[src/rtl/mod3_pkg.sv]
// Shared definitions for the serial divisible-by-3 transmit/detect pair:
// FSM state encoding, the 2-bit residue type and the residue step function.
package mod3_pkg;

  typedef enum logic [1:0] {
    IDLE  = 2'd0,
    SYNC  = 2'd1,
    SHIFT = 2'd2,
    DONE  = 2'd3
  } state_e;

  typedef logic [1:0] residue_t;

  localparam residue_t RES0 = 2'd0;
  localparam residue_t RES1 = 2'd1;
  localparam residue_t RES2 = 2'd2;

  // Appending bit b to a value with residue r gives residue (2r + b) mod 3.
  function automatic residue_t res_next(input residue_t r, input logic b);
    residue_t n;
    case (r)
      RES0:    n = b ? RES1 : RES0;
      RES1:    n = b ? RES0 : RES2;
      RES2:    n = b ? RES2 : RES1;
      default: n = RES0;
    endcase
    return n;
  endfunction

endpackage

[src/rtl/mod3_residue.sv]
// Running residue mod 3 of an MSB-first bit stream. Shared with the
// detector side so both ends step the residue identically.
module mod3_residue
  import mod3_pkg::*;
(
  input  logic     clk,
  input  logic     rst_n,
  input  logic     clear_i,
  input  logic     step_i,
  input  logic     bit_i,
  output residue_t residue_o,
  output logic     div3_o
);

  residue_t res_q;

  // Residue register: clear wins over step so a new frame always starts at 0.
  always_ff @(posedge clk or negedge rst_n) begin
    if (!rst_n) begin
      res_q <= RES0;
    end else if (clear_i) begin
      res_q <= RES0;
    end else if (step_i) begin
      res_q <= res_next(res_q, bit_i);
    end
  end

  assign residue_o = res_q;
  assign div3_o    = (res_q == RES0);

endmodule

[src/rtl/mod3_serial_tx.sv]
// Transmit side of the serial divisible-by-3 stream. Accepts a word and a
// bit count, emits one framing reset pulse, shifts the word out MSB-first
// and publishes the expected divisibility verdict at the end of the frame.
// Optional macro MOD3_CHECK_EN adds det_res_i / mismatch_o to compare the
// detector's verdict against the locally tracked residue.
module mod3_serial_tx
  import mod3_pkg::*;
#(
  parameter int WIDTH = 16,
  parameter int LEN_W = $clog2(WIDTH + 1)
) (
  input  logic             clk,
  input  logic             rst_n,
  input  logic             start_i,
  input  logic [WIDTH-1:0] data_i,
  input  logic [LEN_W-1:0] len_i,
  output logic             ready_o,
  output logic             ser_reset_o,
  output logic             ser_bit_o,
  output logic             ser_valid_o,
  output logic             done_o,
  output logic             exp_div3_o
`ifdef MOD3_CHECK_EN
  ,
  input  logic             det_res_i,
  output logic             mismatch_o
`endif
);

  localparam int CNT_W = (WIDTH > 1) ? $clog2(WIDTH) : 1;
  localparam logic [LEN_W-1:0] LEN_MAX = LEN_W'(WIDTH);

  state_e           state_q, state_d;
  logic [WIDTH-1:0] data_q, data_d;
  logic [LEN_W-1:0] len_q, len_d;
  logic [CNT_W-1:0] cnt_q, cnt_d;
  logic             exp_q, exp_d;

  logic             resClear;
  logic             resStep;
  logic             serBit;
  residue_t         residue;
  logic             resDiv3;

  assign serBit = data_q[cnt_q];

  mod3_residue u_residue (
    .clk       (clk),
    .rst_n     (rst_n),
    .clear_i   (resClear),
    .step_i    (resStep),
    .bit_i     (serBit),
    .residue_o (residue),
    .div3_o    (resDiv3)
  );

  // State and datapath registers; reset mid-frame abandons the frame outright.
  always_ff @(posedge clk or negedge rst_n) begin
    if (!rst_n) begin
      state_q <= IDLE;
      data_q  <= '0;
      len_q   <= '0;
      cnt_q   <= '0;
      exp_q   <= 1'b0;
    end else begin
      state_q <= state_d;
      data_q  <= data_d;
      len_q   <= len_d;
      cnt_q   <= cnt_d;
      exp_q   <= exp_d;
    end
  end

  // Next-state logic: sequences IDLE -> SYNC -> SHIFT* -> DONE and captures
  // the verdict on the edge that enters DONE so it is valid with done_o.
  always_comb begin
    state_d  = state_q;
    data_d   = data_q;
    len_d    = len_q;
    cnt_d    = cnt_q;
    exp_d    = exp_q;
    resClear = 1'b0;
    resStep  = 1'b0;
    case (state_q)
      IDLE: begin
        if (start_i) begin
          data_d   = data_i;
          len_d    = (len_i > LEN_MAX) ? LEN_MAX : len_i;
          exp_d    = 1'b0;
          resClear = 1'b1;
          state_d  = SYNC;
        end
      end
      SYNC: begin
        if (len_q == '0) begin
          exp_d   = resDiv3;
          state_d = DONE;
        end else begin
          cnt_d   = CNT_W'(len_q - LEN_W'(1));
          state_d = SHIFT;
        end
      end
      SHIFT: begin
        resStep = 1'b1;
        if (cnt_q == '0) begin
          exp_d   = (res_next(residue, serBit) == RES0);
          state_d = DONE;
        end else begin
          cnt_d = cnt_q - CNT_W'(1);
        end
      end
      DONE: begin
        state_d = IDLE;
      end
      default: begin
        state_d = IDLE;
      end
    endcase
  end

  // Output decode from registered state only, so inputs never reach outputs.
  always_comb begin
    ready_o     = 1'b0;
    ser_reset_o = 1'b0;
    ser_bit_o   = 1'b0;
    ser_valid_o = 1'b0;
    done_o      = 1'b0;
    case (state_q)
      IDLE:    ready_o = 1'b1;
      SYNC:    ser_reset_o = 1'b1;
      SHIFT: begin
        ser_bit_o   = serBit;
        ser_valid_o = 1'b1;
      end
      DONE:    done_o = 1'b1;
      default: ready_o = 1'b0;
    endcase
  end

  assign exp_div3_o = exp_q;

`ifdef MOD3_CHECK_EN
  logic mismatch_q;

  // Sticky flag: any frame where the detector disagrees with the local residue.
  always_ff @(posedge clk or negedge rst_n) begin
    if (!rst_n) begin
      mismatch_q <= 1'b0;
    end else if ((state_q == DONE) && (det_res_i != resDiv3)) begin
      mismatch_q <= 1'b1;
    end
  end

  assign mismatch_o = mismatch_q;
`endif

endmodule
[config.mk]
export PLATFORM = sky130hd
export DESIGN_NAME = mod3_serial_tx
export DESIGN_NICKNAME = d
export VERILOG_FILES = /design/src/rtl/mod3_pkg.sv /design/src/rtl/mod3_residue.sv /design/src/rtl/mod3_serial_tx.sv
export SDC_FILE = /design/constraint.sdc
export NUM_CORES = 1
export LEC_CHECK = 0
export ABC_CLOCK_PERIOD_IN_PS = 4000
export CORE_MARGIN = 1.5
export CORE_UTILIZATION = 40
export DETAILED_ROUTE_END_ITERATION = 16
export SYNTH_ARGS = -nofsm -noshare
export SYNTH_HDL_FRONTEND = slang
export SYNTH_HIERARCHICAL = 1
export SYNTH_SLANG_ARGS = --single-unit
[constraint.sdc]
create_clock -name clk -period 4 [get_ports clk]
set_clock_uncertainty 0.05 [all_clocks]
set_input_delay 0.6 -clock clk [delete_from_list [all_inputs] [get_ports clk]]
set_output_delay 0.6 -clock clk [all_outputs]
set_load 0.02 [all_outputs]
## After elaboration in Yosys (flattened, before gate mapping)

Index checks and enable logic that the tools add are counted.
Widths: inputs -> output; s select.

- Flip-flop bits (word level): 30
- Bits of input ports: 24
- Output and inout port bits: 6
- Word-level logic and storage cells: 61

- Add/subtract/negate cells: 2
- Magnitude comparators: 2
- Equal/unequal tests: 10
- Multiplexer cells: 29
- Reductions and logical operators: 12

Operator list:

| cell | count |
|---|---|
| $mux 2 | 8 |
| $mux 1 | 13 |
| $ne 2x2->1 const B | 5 |
| $mux 4 | 2 |
| $pmux 2 s4 | 1 |
| $pmux 4 s2 | 1 |
| $sub 4x1->4 const B | 2 |
| $eq 2x2->1 const B | 3 |
| $logic_not 2->1 | 3 |
| $pmux 2 s3 | 1 |
| $gt 5x5->1 const B | 1 |
| $logic_not 5->1 | 1 |
| $lt 4x5->1 const B | 1 |
| $mux 5 | 1 |
| $bmux 1 s4 | 1 |
| $eq 2x1->1 const B | 2 |
| $logic_not 4->1 | 1 |
| $reduce_and 2->1 | 2 |
| $reduce_and 4->1 | 1 |
| $reduce_bool 2->1 | 2 |
| $pmux 1 s3 | 1 |
| $reduce_and 3->1 | 1 |
| $reduce_bool 3->1 | 1 |

## Logic depth before layout (Yosys ltp)

Gate-level depths: netlist of the first run.

- Depth after elaboration: 9
- Mapped depth: 8
- Depth with buffers taken out: 7

## By module

Netlist of the first run, hierarchy kept.

By module, submodules not included:

| module | times used | cells each | area each (µm²) | seq. area each (µm²) |
|---|---|---|---|---|
| mod3_serial_tx | 1 | 128 | 1510.2 | 700.7 |
| mod3_residue | 1 | 12 | 107.6 | 50.0 |

## Least setup slack after synthesis of the first run

No wires, ideal clock.

- Path type: flip-flop to output port
- Start point: reg cnt_q[3]
- End point: out ser_bit_o
- Arrival time: 1.631 ns
- Data required time: 3.350 ns
- Setup slack: 1.719 ns
- Stages on the path, launching flop included: 6
- Path buffers: 1
- Cells stage by stage: dfrtp_1 -> buf_6 -> mux2i_1 -> mux4_2 -> mux2i_1 -> and2_1

- Cells in the longest elaborated chain, start to end: 3

RTL lines:

| item | line | RTL |
|---|---|---|
| start: declaration | mod3_serial_tx.sv:36 | `logic [CNT_W-1:0] cnt_q, cnt_d;` |
| start signal: assignment | mod3_serial_tx.sv:69 | `cnt_q <= cnt_d;` |
| $bmux 1 s4 | mod3_serial_tx.sv:45 | `assign serBit = data_q[cnt_q];` |
| $mux 1 (not written as such) | mod3_serial_tx.sv:45 |  |
| via serBit | mod3_serial_tx.sv:41 | `logic serBit;` |
| $mux 1 | mod3_serial_tx.sv:128 | `case (state_q)` |
| end: declaration | mod3_serial_tx.sv:19 | `output logic ser_bit_o,` |

The timed path passes the listed nets, and every way through them passes these cells. The select of a mux whose other input is x is not followed.

## Worst setup path in the final report of the first run

Ends and elaborated chain as after synthesis.

==> out/results.txt, run 1 <==
Status -> finished clean
Max clock buf depth -> 2
Non-Filler Instances -> 222
Gates resized, CTS repair -> 0
Mean Syn Cell Area -> 11.56 sq um
RR Endpoint -> cnt_q[3]
Post-synth top area cell -> dfrtp_1
R2r setup slk -> 1630 ps
Maximum vdd drop -> 0.3181 mV
FP Rows -> 22
Syn Nets -> 169
Startpoint types -> register
Commonest cells post-synth -> 30 x dfrtp_1, 18 x mux2_2, 13 x mux2i_1
Post-synth EDFFs -> 0
Maxcap violations -> 0
Cell area after synthesis -> 1618 sq um
Busiest grt layer -> met2
Setup bufs post-CTS -> 0
RSZ-0062 raised after global routing -> no
Starting DRT DRC Count -> 39
Cts bufs inserted -> 5
Post-route DRC violation count -> 0
Final ANT Viol Nets -> 0
Clk sinks -> 30
Critical Path RT -> 3350 ps
Router iterations before antenna repair -> 4
TNS Setup -> 0 ps
Vias in the first global route -> 1161
Worst Hold Launch -> data_q[3]
Initial Utilization -> 0.4290
Layout area overhead -> 26.53%
CP endpoint kind -> output pin
# fillers -> 325
Antenna diodes -> 0
Worst r2r src -> state_q[0]
Final WL -> 2.917 mm
Final HPWL DP -> 2.135 mm
Fin. max-slew vios -> 0
Sequential area share after synthesis -> 0.4640
Slew margin rel. -> 0.4024
Grt ovf -> 0
Cell count after synthesis -> 140
Chip width -> 66.60 um
Tmin final -> 3356 ps
Met1 GRT Util -> 0.2086
Die height -> 66.60 um
GR Util met3 -> 0.06081
WL per Instance -> 13.14 um
Yosys reg bits -> 30
Post-synthesis cell type count -> 36
Top-count cell post-synth -> dfrtp_1
Final Cycle Share -> 0.8390
Clock latency on the worst-skew pair -> 280 ps
H-tree depth -> 2
Commonest register cell after synthesis -> dfrtp_1
Via count -> 1126
FF-to-FF path depth -> 7
Final hold violation count -> 0
Initial antenna violation count -> 0
Top cell type's share of synthesized area -> 0.4640
Peak Freq -> 298.0 MHz
IO Port Bufs -> 29
Setup CP Type -> register to output pin
Worst-path maximum fanout -> 11
Synth async-reset ratio -> 1.000
Multi-input logic area -> 820.8 sq um
First-pass GRT wire length -> 5.361 mm
Final setup violation count -> 0
Arrival time at the worst endpoint -> 2710 ps
Pwr/cell area -> 828.3 nW/um^2
Worst setup path start -> cnt_q[3]
Main area contributors after synthesis -> dfrtp_1 46%, mux2_2 13%, mux2i_1 8.0%
Leakage power -> 0.0008797 uW
Hold Path Sink -> data_q[3]
Layout Nets -> 202
CTS tree -> built
Clk root buf -> clkbuf_8
Hold Path Depth -> 1
YS warnings -> 6
Worst slew pin tran -> 894.2 ps
Reg clk slew, reported paths -> 60 ps
Placed Cells -> 214
Largest net degree at the start of global routing -> 31
Vias/cell -> 5.072
Gr usage total -> 0.1640
Die ar. -> 4435 sq um
CORE AREA -> 3771 sq um
Sequential Area -> 750.7 sq um
# hold bufs at CTS -> 0
Hold/Removal Path Class -> register to register
Layout cell share with drive strength beyond 1 -> 0.2011
Met2 usage -> 0.2538
I/O pin total -> 30
RePlAce Congestion -> 0.7443
[per-stage QoR]
| stage | area (sq um) | total power, uW | hold slack [ps] | util | worst slack [ps] |
|---|---|---|---|---|---|
| global route | 2047 | 1858 | 481.3 | 0.5428 | 454.5 |
| global placement | 1952 | 1426 | 443.1 | 0.5176 | 1052 |
| CTS | 2047 | 1714 | 461.1 | 0.5428 | 644.8 |
| detailed placement | 1952 | 1449 | 446.0 | 0.5176 | 962.4 |
| floorplan | 1618 | 1240 | 254.4 | - | 1719 |
| finish | 2047 | 1696 | 454.1 | 0.5428 | 644.1 |
[critical path: stages, from the launching register on]
cell and delay (ps):
dfrtp_1 660, mux2i_1 160, mux4_2 510, mux2i_1 330, and2_1 170, clkdlybuf4s50_1 590
[logic make-up after synthesis]
kind of cell             count (synthesis)  share of synthesized area
AO/OA/AOI/OAI                           24                     0.1090
buffers and inverters                   10                    0.02861
multiplexers                            33                     0.2336
AND/OR/NAND/NOR                         37                     0.1207
flip-flops                              30                     0.4640
adder cells (fa/ha/maj)                  5                    0.03867
XOR/XNOR                                 1                   0.005415
[metal layers]
layer,vias up,part of all wire
met5,-,0
met3,4,0.046
li1,569,-
met4,0,0.0099
met1,530,0.46
met2,23,0.49
[cell usage in the layout, fill, tap and decap left out]
cell type | synthesis | routed
dfrtp_1 | 30 | 30
clkdlybuf4s50_1 | 0 | 29
mux2_2 | 18 | 18
mux2i_1 | 13 | 13
nand2_1 | 12 | 12
o21ai_0 | 7 | 7
inv_1 | 6 | 6
nor2_1 | 6 | 6
clkbuf_8 | 0 | 6
nand2b_1 | 5 | 5
a21oi_1 | 5 | 5
ha_1 | 5 | 5
nor2b_1 | 3 | 3
mux4_2 | 2 | 2
a22oi_2 | 2 | 2
a31oi_1 | 2 | 2
nand3_1 | 2 | 2
and2_1 | 1 | 1
nor4_1 | 1 | 1
o41ai_2 | 1 | 1
o211ai_1 | 1 | 1
nor4bb_1 | 1 | 1
a21boi_2 | 1 | 1
o22a_1 | 1 | 1
or2_2 | 1 | 1
or3b_1 | 1 | 1
o2bb2ai_1 | 1 | 1
and3_1 | 1 | 1
a21boi_0 | 1 | 1
o22ai_1 | 1 | 1
nor3b_1 | 1 | 1
a211oi_2 | 1 | 1
clkinvlp_4 | 0 | 1
clkinv_2 | 0 | 1
buf_4 | 0 | 1
or4b_1 | 1 | 1
xnor2_1 | 1 | 1
or3_1 | 1 | 1
[where the power goes]
group / total [uW] / internal [uW] / switching [uW]
clock network: 254 / 138 / 116
registers: 593 / 452 / 140
logic: 849 / 454 / 394
[sequential cells by signal, indices dropped and copies added (netlist names)]
register,cells
state_q,2
len_q,5
u_residue/residue_o,2
cnt_q,4
data_q,16
exp_div3_o,1
[how the worst max path moves through the flow]
stage / end / slack (ps) / depth (start not counted)
final: ser_bit_o / 640 / 5
after global routing: ser_bit_o / 450 / 5
after CTS: ser_bit_o / 640 / 5
after detailed placement: ser_bit_o / 960 / 5
after global placement: ser_bit_o / 1050 / 5
after floorplan: ser_bit_o / 1720 / 5
[area by class of cell]
type,count,area share
Clock buffer,6,0.04034
Sequential cell,30,0.3667
Timing Repair Buffer,30,0.1455
Multi-Input combinational cell,100,0.4010
Clock inverter,2,0.006112
Inverter,6,0.01100
Tap cell,48,0.02934
Note: power is estimated with default switching activity, not from simulation.
==> run 2, diff against run 1 <==
--- a/config.mk
+++ b/config.mk
@@ -5,10 +5,11 @@
 export SDC_FILE = /design/constraint.sdc
 export NUM_CORES = 1
 export LEC_CHECK = 0
-export ABC_CLOCK_PERIOD_IN_PS = 4000
+export ABC_CLOCK_PERIOD_IN_PS = 2900
 export CORE_MARGIN = 1.5
 export CORE_UTILIZATION = 40
 export DETAILED_ROUTE_END_ITERATION = 16
+export PLACE_DENSITY = 0.66
 export SYNTH_ARGS = -nofsm -noshare
 export SYNTH_HDL_FRONTEND = slang
 export SYNTH_HIERARCHICAL = 1
==> constraint.sdc (replaced) <==
create_clock -name clk -period 2.9 [get_ports clk]
set_clock_uncertainty 0.05 [all_clocks]
set_input_delay 0.435 -clock clk [delete_from_list [all_inputs] [get_ports clk]]
set_output_delay 0.435 -clock clk [all_outputs]
set_load 0.02 [all_outputs]
==> run 2 against run 1 <==
  * Clock-buffer cell count rose by 1
  * Sequential share of layout area shrank 0.47 points
  * Cell count rose by 0.90%
  * Critical path depth shrank 2
  * Utilization is 0.80 points higher
  * Combinational power is 44% higher
  * First-iteration DRC count down 23%
  * Largest cell class unchanged
  * Largest power group unchanged
==> out/results.txt, run 2 (synthesis results as in run 1) <==
Fin. max-slew vios -> 0 (unchanged)
Gr usage total -> 0.1630 (-0.001077)
Clk sinks -> 30 (unchanged)
Router iterations before antenna repair -> 4 (unchanged)
H-tree depth -> 2 (unchanged)
Layout area overhead -> 28.38%
Slew margin rel. -> 0.4203 (+0.01789)
Leakage power -> 0.0009101 uW (+3.5%)
Via count -> 1154 (+2.5%)
Final hold violation count -> 0 (unchanged)
Crit-path max cell delay -> 720 ps (+60 ps)
Critical Path RT -> 2410 ps (-940 ps)
Final ANT Viol Nets -> 0 (unchanged)
Biggest regs -> data_q: 16 flops, len_q: 5 flops, cnt_q: 4 flops
R2r setup slk -> 500 ps (-1130 ps)
Cell Chain, Critical Path -> inv_1 -> ha_1 -> clkdlybuf4s50_1
IO Port Bufs -> 29 (unchanged)
Initial Utilization -> 0.4290 (unchanged)
Tmin final -> 2535 ps
Initial antenna violation count -> 0 (unchanged)
Hold/Removal Path Class -> register to register
Most common cell after layout, fill and taps aside -> dfrtp_1
Clk root buf -> clkbuf_8
CTS tree -> built
Worst r2r src -> state_q[0]
Multi-input logic area -> 820.8 sq um (unchanged)
RSZ-0062 raised after global routing -> no
Pwr/cell area -> 1179 nW/um^2 (+42%)
Worst slew pin tran -> 867.4 ps (-26.77 ps)
Worst-path maximum fanout -> 15 (+4)
Startpoint types -> register
CORE AREA -> 3771 sq um (unchanged)
Max clock buf depth -> 2 (unchanged)
Post-route DRC violation count -> 0 (unchanged)
Chip width -> 66.60 um (unchanged)
Grt ovf -> 0 (unchanged)
Slowest CP cell -> clkdlybuf4s50_1
Vias in the first global route -> 1162 (+0.086%)
Worst setup path start -> state_q[0]
Reg clk slew, reported paths -> 60 ps (about the same)
FP Rows -> 22 (unchanged)
Largest net degree at the start of global routing -> 31 (unchanged)
Starting DRT DRC Count -> 30 (-23%)
# fillers -> 341 (+4.9%)
Setup bufs post-CTS -> 0 (unchanged)
Layout cell share with drive strength beyond 1 -> 0.2045 (+0.003396)
Post-route setup slack -> 365.0 ps (-279.2 ps)
Layout Nets -> 204 (+0.99%)
Die ar. -> 4435 sq um (unchanged)
Clock latency on the worst-skew pair -> 270 ps (about the same)
Total power -> 2448 uW (+44%)
Placed Cells -> 216 (+0.93%)
Non-Filler Instances -> 224 (+0.90%)
TNS Setup -> 0 ps (unchanged)
First-pass GRT wire length -> 5.382 mm (+0.39%)
CP endpoint kind -> output pin
Final setup violation count -> 0 (unchanged)
Setup crit end -> ser_valid_o
Most frequent cells in the layout -> 29 x dfrtp_1, 28 x clkdlybuf4s50_1, 18 x mux2_2
Final WL -> 3.032 mm (+3.9%)
Pre-CTS WS -> 159.0 ps (-803.4 ps)
Worst Hold Launch -> data_q[7]
Setup CP Type -> register to output pin
Die height -> 66.60 um (unchanged)
Sequential Area -> 752.0 sq um (+0.17%)
Biggest register -> data_q
I/O pin total -> 30 (unchanged)
Cts bufs inserted -> 5 (unchanged)
RePlAce Congestion -> 0.7476 (+0.44%)
FF-to-FF path depth -> 7 (unchanged)
WL per Instance -> 13.54 um (+3.0%)
Final HPWL DP -> 2.241 mm (+5.0%)
Arrival time at the worst endpoint -> 2050 ps (-660 ps)
Vias/cell -> 5.152 (+1.6%)
Status -> finished clean
Maximum vdd drop -> 0.4449 mV (+40%)
Antenna diodes -> 0 (unchanged)
Maxcap violations -> 0 (unchanged)
Number of flip-flops under the largest register name -> 16 (unchanged)
Final Cycle Share -> 0.8742
Peak Freq -> 394.5 MHz
RR Endpoint -> cnt_q[3]
-- run 2: critical path: cells and delay by family (launching register included) --
family                     cells  cell delay (ps)
DFF                            1              440
adders and majority gates      1              520
buffers and inverters          2              820
-- run 2: timing repair --
item                       4_1_cts  5_1_grt
resized for setup                1        1
setup endpoints to repair        1        1
hold buffers                     0        0
-- run 2: layer usage --
layer / track usage / routed length, um
met1: 0.2000 / 1401
met2: 0.2725 / 1509
met3: 0.05068 / 106
met4: 0.05102 / 14
met5: 0 / 0
-- run 2: how the worst min path moves through the flow --
| stage | end | slack [ps] | cells past startpoint |
|---|---|---|---|
| global placement | len_q[4] | 440 | 1 |
| finish | data_q[7] | 450 | 1 |
| CTS | len_q[0] | 460 | 2 |
| floorplan | cnt_q[0] | 90 | 0 |
| detailed placement | data_q[7] | 450 | 1 |
| global route | data_q[7] | 470 | 1 |
-- run 2: per-stage QoR --
| step | util | hold WS, ps | area, sq um |
|---|---|---|---|
| 4_1_cts | 0.5501 | 458.7 | 2074 |
| 3_3_place_gp | 0.5216 | 444.7 | 1967 |
| 2_1_floorplan | - | 89.41 | 1618 |
| 5_1_grt | 0.5508 | 471.9 | 2077 |
| 6_report | 0.5508 | 452.1 | 2077 |
| 3_5_place_dp | 0.5216 | 445.0 | 1967 |
-- run 2: where the power goes --
group	internal, uW	total (uW)	switching (uW)
Combinational	655	1220	565
Sequential	625	819	194
Clock	257	409	152
-- run 2: layout make-up --
cell class / instances / area share
sequential: 30 / 0.3620
tap: 48 / 0.02892
clock buffer: 7 / 0.03675
timing repair buffer: 32 / 0.1518
clock inverter: 1 / 0.01446
inverter: 6 / 0.01084
multi-input combinational: 100 / 0.3952
